--- src/rtl/vec_pkg.sv ---
// Shared types and sizes for the vector memory sequencer.
package vec_pkg;

  localparam int LANES = 8;
  localparam int NREGS = 16;
  localparam int VEC_N = 20;

  typedef logic [LANES-1:0][VEC_N-1:0] vec_t;

  typedef enum logic {
    VLOAD  = 1'b0,
    VSTORE = 1'b1
  } vmem_op_e;

  typedef enum logic [1:0] {
    IDLE,
    LOAD,
    STORE,
    FIN
  } vmem_state_e;

endpackage

--- src/rtl/vec_addr_gen.sv ---
// Lane address generator: walks base, base+stride, base+2*stride, ...
// using an accumulator rather than a multiplier. Wraps silently mod 2^AW.
module vec_addr_gen #(
  parameter int AW = 32
) (
  input  logic          i_clk,
  input  logic          i_reset,
  input  logic          i_load,
  input  logic          i_step,
  input  logic [AW-1:0] i_base,
  input  logic [AW-1:0] i_stride,
  output logic [AW-1:0] o_addr
);

  logic [AW-1:0] r_addr;
  logic [AW-1:0] r_stride;

  // Capture base/stride on acceptance, then advance one stride per lane.
  always_ff @(posedge i_clk) begin
    if (i_reset) begin
      r_addr   <= '0;
      r_stride <= '0;
    end else if (i_load) begin
      r_addr   <= i_base;
      r_stride <= i_stride;
    end else if (i_step) begin
      r_addr   <= r_addr + r_stride;
    end
  end

  assign o_addr = r_addr;

endmodule

--- src/rtl/vec_mem_unit.sv ---
// Vector load/store sequencer between the vector register file and the
// word-wide data memory. Loads gather 8 words and commit them in one
// register file write; stores scatter 8 latched lanes, one word per cycle.
module vec_mem_unit
  import vec_pkg::*;
#(
  parameter int N  = 20,
  parameter int AW = 32
) (
  input  logic                     i_clk,
  input  logic                     i_reset,
  input  logic                     i_start,
  input  logic                     i_op,
  input  logic [AW-1:0]            i_base,
  input  logic [AW-1:0]            i_stride,
  input  logic [$clog2(NREGS)-1:0] i_vd,
  input  logic [LANES-1:0][N-1:0]  i_vs_data,
  output logic [AW-1:0]            o_mem_addr,
  output logic                     o_mem_we,
  output logic [N-1:0]             o_mem_wd,
  input  logic [N-1:0]             i_mem_rd,
  output logic                     o_rf_we,
  output logic [$clog2(NREGS)-1:0] o_rf_wa,
  output logic [LANES-1:0][N-1:0]  o_rf_wd,
  output logic                     o_busy,
  output logic                     o_done
);

  vmem_state_e                r_state;
  vmem_state_e                w_nextState;
  logic [3:0]                 r_k;
  vmem_op_e                   r_op;
  logic [$clog2(NREGS)-1:0]   r_vd;
  logic [LANES-1:0][N-1:0]    r_src;
  logic [LANES-1:0][N-1:0]    r_asm;
  logic                       w_accept;
  logic                       w_step;
  logic [2:0]                 w_capLane;

  // Read data arrives one cycle after its address, so lane k-1 lands in cycle k.
  assign w_capLane = 3'(r_k - 4'd1);

  vec_addr_gen #(
    .AW(AW)
  ) u_addrGen (
    .i_clk    (i_clk),
    .i_reset  (i_reset),
    .i_load   (w_accept),
    .i_step   (w_step),
    .i_base   (i_base),
    .i_stride (i_stride),
    .o_addr   (o_mem_addr)
  );

  // State register.
  always_ff @(posedge i_clk) begin
    if (i_reset) begin
      r_state <= IDLE;
    end else begin
      r_state <= w_nextState;
    end
  end

  // Next state and strobes; write enables are also masked by reset so an
  // abort never lets one more word or vector slip into storage.
  always_comb begin
    w_nextState = r_state;
    w_accept    = 1'b0;
    w_step      = 1'b0;
    o_busy      = 1'b1;
    o_done      = 1'b0;
    o_rf_we     = 1'b0;
    o_mem_we    = 1'b0;
    case (r_state)
      IDLE: begin
        o_busy = 1'b0;
        if (i_start) begin
          w_accept    = 1'b1;
          w_nextState = i_op ? STORE : LOAD;
        end
      end
      LOAD: begin
        w_step = (r_k < 4'd7);
        if (r_k == 4'd8) begin
          w_nextState = FIN;
        end
      end
      STORE: begin
        o_mem_we = ~i_reset;
        w_step   = (r_k < 4'd7);
        if (r_k == 4'd7) begin
          w_nextState = FIN;
        end
      end
      FIN: begin
        o_done      = 1'b1;
        o_rf_we     = (r_op == VLOAD) & ~i_reset;
        w_nextState = IDLE;
      end
      default: begin
        w_nextState = IDLE;
      end
    endcase
  end

  // Request latching, lane counting, load assembly and store lane shifting.
  // The store source shifts down so lane k always sits in slot 0, and stops
  // on the last lane so the write data holds afterwards.
  always_ff @(posedge i_clk) begin
    if (i_reset) begin
      r_k   <= '0;
      r_op  <= VLOAD;
      r_vd  <= '0;
      r_src <= '0;
      r_asm <= '0;
    end else if (w_accept) begin
      r_k  <= '0;
      r_op <= vmem_op_e'(i_op);
      r_vd <= i_vd;
      if (i_op) begin
        r_src <= i_vs_data;
      end
    end else if (r_state == LOAD || r_state == STORE) begin
      r_k <= r_k + 4'd1;
      if (r_state == LOAD && r_k != 4'd0) begin
        r_asm[w_capLane] <= i_mem_rd;
      end
      if (r_state == STORE && w_step) begin
        r_src <= r_src >> N;
      end
    end
  end

  assign o_mem_wd = r_src[0];
  assign o_rf_wa  = r_vd;
  assign o_rf_wd  = r_asm;

endmodule

--- config.mk ---
export PLATFORM = sky130hd
export DESIGN_NAME = vec_mem_unit
export DESIGN_NICKNAME = d
export VERILOG_FILES = /design/src/rtl/vec_pkg.sv /design/src/rtl/vec_addr_gen.sv /design/src/rtl/vec_mem_unit.sv
export SDC_FILE = /design/constraint.sdc
export NUM_CORES = 1
export LEC_CHECK = 0
export ABC_AREA = 0
export BUFFER_PORTS_ARGS = -buffer_cell sky130_fd_sc_hd__buf_4
export CAP_MARGIN = 5
export CORE_MARGIN = 5
export CORE_UTILIZATION = 48
export DETAILED_ROUTE_END_ITERATION = 8
export GPL_ROUTABILITY_DRIVEN = 0
export PLACE_DENSITY = 0.77
export SLEW_MARGIN = 20
export SYNTH_ARGS = -nofsm -noshare
export SYNTH_HDL_FRONTEND = slang
export SYNTH_SLANG_ARGS = --single-unit
--- constraint.sdc ---
create_clock -name i_clk -period 2.7 [get_ports i_clk]
set_input_delay 0.54 -clock i_clk [delete_from_list [all_inputs] [get_ports i_clk]]
set_output_delay 0.54 -clock i_clk [all_outputs]
set_load 0.01 [all_outputs]
=== Word level (Yosys, flattened, before mapping) ===
Cells that the tools add are included.

* Flip-flop bits (word level): 395
* Input port bits: 252
* Output and inout port bits: 220
* Logic and storage cells: 76

* Add/subtract/negate cells: 3
* $lt $le $gt $ge: 3
* Equal/unequal tests: 9
* Mux-type cells: 21
* Bitwise gates (word level): 4
* Reductions and logical operators: 14

{| class="wikitable"
|+ Operator list
! kind !! number
|-
| $mux 160 || 4
|-
| $bwmux 160 || 1
|-
| $mux 32 || 2
|-
| $demux 20 s3 || 1
|-
| $add 32x32->32 || 1
|-
| $mux 20 || 1
|-
| $reduce_and 3->1 || 3
|-
| $mux 2 || 4
|-
| $ne 2x2->1 const B || 4
|-
| $pmux 2 s4 || 1
|-
| $mux 1 || 7
|-
| $reduce_bool 2->1 || 3
|-
| $add 4x1->4 const B || 1
|-
| $eq 2x2->1 const B || 2
|-
| $eq 4x3->1 const B || 1
|-
| $eq 4x4->1 const B || 1
|-
| $lt 3x4->1 const B || 1
|-
| $lt 4x3->1 const B || 1
|-
| $reduce_bool 4->1 || 1
|-
| $reduce_or 2->1 || 2
|-
| $ge 3x1->1 const B || 1
|-
| $logic_and 1x1->1 || 3
|-
| $not 1->1 || 3
|-
| $sub 3x1->3 const B || 1
|-
| 4 further kinds || 4
|}

=== Depth between registers and ports, before layout ===
* Depth after elaboration: 7
* Depth in mapped cells: 11
* Depth with buffers taken out: 11

=== Modules after synthesis ===
From an unflattened synthesis, not the netlist that was laid out.

* Cells, all modules: 2112
* Area total of the unflattened synthesis: 20599.8 µm²

{| class="wikitable"
|+ Modules (own cells, without submodules)
! module !! instances !! cells each !! area an instance (µm²) !! sequential area each (µm²)
|-
| vec_mem_unit || 1 || 1608 || 16435.8 || 6626.4
|-
| vec_addr_gen || 1 || 504 || 4164.0 || 1281.2
|}

=== Worst setup path before layout ===
Ideal clock, no wire load.

* Kind: register to register
* From: register u_addrGen.r_addr[0], in the netlist u_addrGen.o_addr[0]
* To: register u_addrGen.r_addr[28], in the netlist u_addrGen.o_addr[28]
* Library setup time: 0.132 ns
* Arrival time: 2.532 ns
* Data required time: 2.568 ns
* Setup slack: 0.037 ns
* Cell stages (with the launch flop): 12
* Buffers on the path: 0
* Period minus slack after synthesis: 2.663 ns
* Cells stage by stage: dfxtp_1 -> ha_1 -> fa_1 -> a21oi_1 -> o21ai_2 -> a211oi_1 -> nor3_2 -> a31oi_1 -> o31ai_2 -> mux2i_1 -> a2111oi_0 -> nor3_1

* Cells in the longest elaborated chain, start to end: 3

{| class="wikitable"
|+ Ends and longest elaborated chain
! item !! RTL line !! text
|-
| start: declaration || vec_addr_gen.sv:15 || <nowiki>logic [AW-1:0] r_addr;</nowiki>
|-
| start signal: assignment || vec_addr_gen.sv:24 || <nowiki>r_addr <= i_base;</nowiki>
|-
| start signal: assignment || vec_addr_gen.sv:27 || <nowiki>r_addr <= r_addr + r_stride;</nowiki>
|-
| $add 32x32->32 || vec_addr_gen.sv:27 ||
|-
| $mux 32 || vec_addr_gen.sv:26 || <nowiki>end else if (i_step) begin</nowiki>
|-
| $mux 32 || vec_addr_gen.sv:23 || <nowiki>end else if (i_load) begin</nowiki>
|}

No other way between the ends. The select of a mux whose other input is x is not followed.
A chain may end at the register's enable or synchronous reset.

=== Final worst setup path ===
* From: register u_addrGen.r_addr[10], in the netlist u_addrGen.o_addr[10]
* To: register u_addrGen.r_addr[29], in the netlist u_addrGen.o_addr[29]

Same word-level chain as after synthesis.

==> out/metrics.yaml <==
outcome: "finished, final reports clean"
yosysTopAreaCell: "dfxtp_1"
ys_top_cells_by_area: "dfxtp_1, nand2_1, a311oi_1"
min_to: "u_addrGen.r_stride[25]"
r2r_setup_slack_ps: 60
yosys_warnings: 0
die_h_um: 199
std_cell_rows: 69
cts.sinks: 395
area_growth_pct: 31.8
synth_cell_type_count: 59
relSlewSlack_pct: 38.6
die_w_um: 199
synth_common_cells: "nand2_1, dfxtp_1, a21oi_1, nor2_1"
drtIter0Drc: 1310
regToRegEndpoint: "u_addrGen.o_addr[29]"
grt_pass1_wl_mm: 87.5
clockBufferDepth: 3
start_util_pct: 48.5
end_kind: "flip-flop"
cp.arrival_ps: 3100
overflow: 0
synth_edf_count: 0
placed_area_mm2: 0.0209
core_area_mm2: 0.0354
cts_made_buffers: 43
setup_viol: 0
fin_hold_ws_ps: 248
grt_usage_pct: 27.2
tightest_slew_ps: 915
min_from: "i_stride[25]"
wl_mm: 58.5
path_cells: "ha_1 -> a21oi_1 -> o21ai_0 -> a31oi_2 -> o21ai_4 -> a21oi_4 -> o21ai_2 -> a31oi_1 -> mux2_2 -> a211oi_2"
syn_avg_cell_area_um2: 7.65
rsz0062_at_grt: "yes"
ys_seq_area_share_pct: 46.1
drive_gt1_share_pct: 24.1
hpwl_mm: 40.6
fin_nets: 2898
grt_max_degree: 150
synth_fp_nets: 2532
cts_htree_levels: 2
cap_violations: 0
boundaryPins: 472
drtAntennaViolNets: 0
drc: 0
power_uw: 20900
period_share_pct: 97.7
critPathMaxStageDelay_ps: 380
synth.most_common_cell: "nand2_1"
design_area_mm2: 0.0226
async_reset_ff_share_pct: 0
port_buffers: 471
ys_seq_elements: 395
clk_pin_slew_worst_paths_ps: 60
skew_ps: 18.4
antenna_found_initial: 1
cts_hold_buf: 0
timing.rr.start: "u_addrGen.o_addr[10]"
whs_path_depth: 3
cp.required_ps: 3160
cts_root_buffer: "clkbuf_16"
drt-wirelength-per-cell_um: 18.9
cts_tree: "done"
ir_drop_uv: 529
reg2reg_depth: 10
viasPerCell: 5.58
worstSetupStartpointType: "flip-flop"
slew_violations: 0
post-route-min-period_ps: 2640
slowest_stage: "ha_1"
num_vias: 17300
fmax_mhz: 379
cp_max_fo: 6
worstSkewPairLatency_ps: 550
setup.worst_path.class: "reg2reg"
p_per_area_mw_per_mm2: 925
p_leak_uw: 0.00910
ys.flop_type: "dfxtp_1"
drtPass1Iterations: 5
dieArea_mm2: 0.0396
finalHoldViolations: 0
hold_class: "in2reg"
setup-tns-final_ps: 0
syn_inst: 2241
grt_pass1_vias: 16400
synth_top_area_share_pct: 46.1
synth_area_mm2: 0.0172
==> how the worst max path moves through the flow <==
stage               cells past startpoint                    to  slack (ps)                 start
detailed placement                     12  u_addrGen.o_addr[30]        -260   u_addrGen.o_addr[0]
floorplan                              11  u_addrGen.o_addr[28]          40   u_addrGen.o_addr[0]
CTS                                    10  u_addrGen.o_addr[29]          30  u_addrGen.o_addr[14]
global placement                       12  u_addrGen.o_addr[30]        -110   u_addrGen.o_addr[0]
global route                           10  u_addrGen.o_addr[29]         -80   u_addrGen.o_addr[8]
finish                                 10  u_addrGen.o_addr[29]          60  u_addrGen.o_addr[10]
==> worst max-delay path: cells and delay by family, from the launching register on <==
| kind | cells | cell delay (ps) |
|---|---|---|
| AOI/OAI and AO/OA | 8 | 1500 |
| adders and majority gates | 1 | 380 |
| muxes | 1 | 360 |
| DFF | 1 | 320 |
==> state kept, by name (all words and copies together), names as in the netlist <==
| name | count |
|---|---|
| o_rf_wd | 160 |
| r_src | 140 |
| u_addrGen.o_addr | 32 |
| u_addrGen.r_stride | 32 |
| o_mem_wd | 20 |
| o_rf_wa | 4 |
| r_k | 4 |
| r_state | 2 |
| r_op | 1 |
==> placed cells by master, fill, tap and decap left out, drive strengths merged, types with 3 or more instances in the layout <==
cell / synthesis / layout
mux2i: 4 / 4
a311oi: 161 / 161
xor2: 13 / 13
clkbuf: 161 / 68
bufinv: 0 / 3
or3: 3 / 3
ha: 38 / 38
inv: 11 / 12
xnor2: 15 / 15
a31oi: 8 / 8
nor3b: 3 / 3
nand2: 770 / 770
dfxtp: 395 / 395
nor2b: 7 / 7
nand3b: 3 / 3
a211oi: 6 / 6
and2: 6 / 6
nor3: 12 / 12
nand3: 36 / 36
nor2: 187 / 187
a21oi: 255 / 255
o211ai: 4 / 4
o21bai: 6 / 6
and3: 11 / 11
nand4: 3 / 3
clkinv: 0 / 7
buf: 51 / 531
a21o: 17 / 17
o21ai: 23 / 23
a21boi: 3 / 3
==> through the flow <==
stage	cells	setup slack, ps	utilization [%]
global placement	3017	-109	59.0
detailed placement	3017	-263	59.0
global route	3101	-77.0	63.9
CTS	3096	27.9	63.2
finish	3101	62.2	63.9
floorplan	2241	36.8	-
==> power by group <==
group	total [µW]	internal (µW)	switching, µW
registers	7690	6960	722
logic	7300	2890	4410
clock network	5920	3540	2380
==> final cells by class <==
class,instances,area (µm²)
Clock inverter,11,149
Antenna cell,1,2.50
Tap cell,461,577
Inverter,11,41.3
Multi-Input combinational cell,1623,8450
Fill cell,3024,12800
Clock buffer,66,1270
Sequential cell,395,7910
Timing Repair Buffer,533,4200
==> cell families (layout without fill, tap and decap cells) <==
logic type / count (synthesis) / in the layout / share of synthesized area [%]
AND/OR/NAND/NOR: 1052 / 1052 / 24.2
other: 0 / 1 / 0
AO/OA/AOI/OAI: 499 / 499 / 19.2
multiplexers: 5 / 5 / 0.299
flip-flops: 395 / 395 / 46.1
adder cells (fa/ha/maj): 39 / 39 / 2.89
XOR/XNOR: 28 / 28 / 1.43
buffers and inverters: 223 / 621 / 5.86
==> per-layer routing <==
layer	GRT usage (%)	vias to the layer above	part of all wire [%]
li1	-	8309	-
met1	34.2	8175	39
met2	45.7	717	48
met3	7.49	108	10
met4	8.16	0	3.1
met5	0	-	0
==> timing repair <==
action | 4_1_cts | 5_1_grt
pin swaps | 4 | 14
resized for setup | 10 | 32
gates cloned | 0 | 2
setup buffers | 2 | 2
setup endpoints to repair | 5 | 118
No activity file was read; power rests on OpenSTA's default activity.
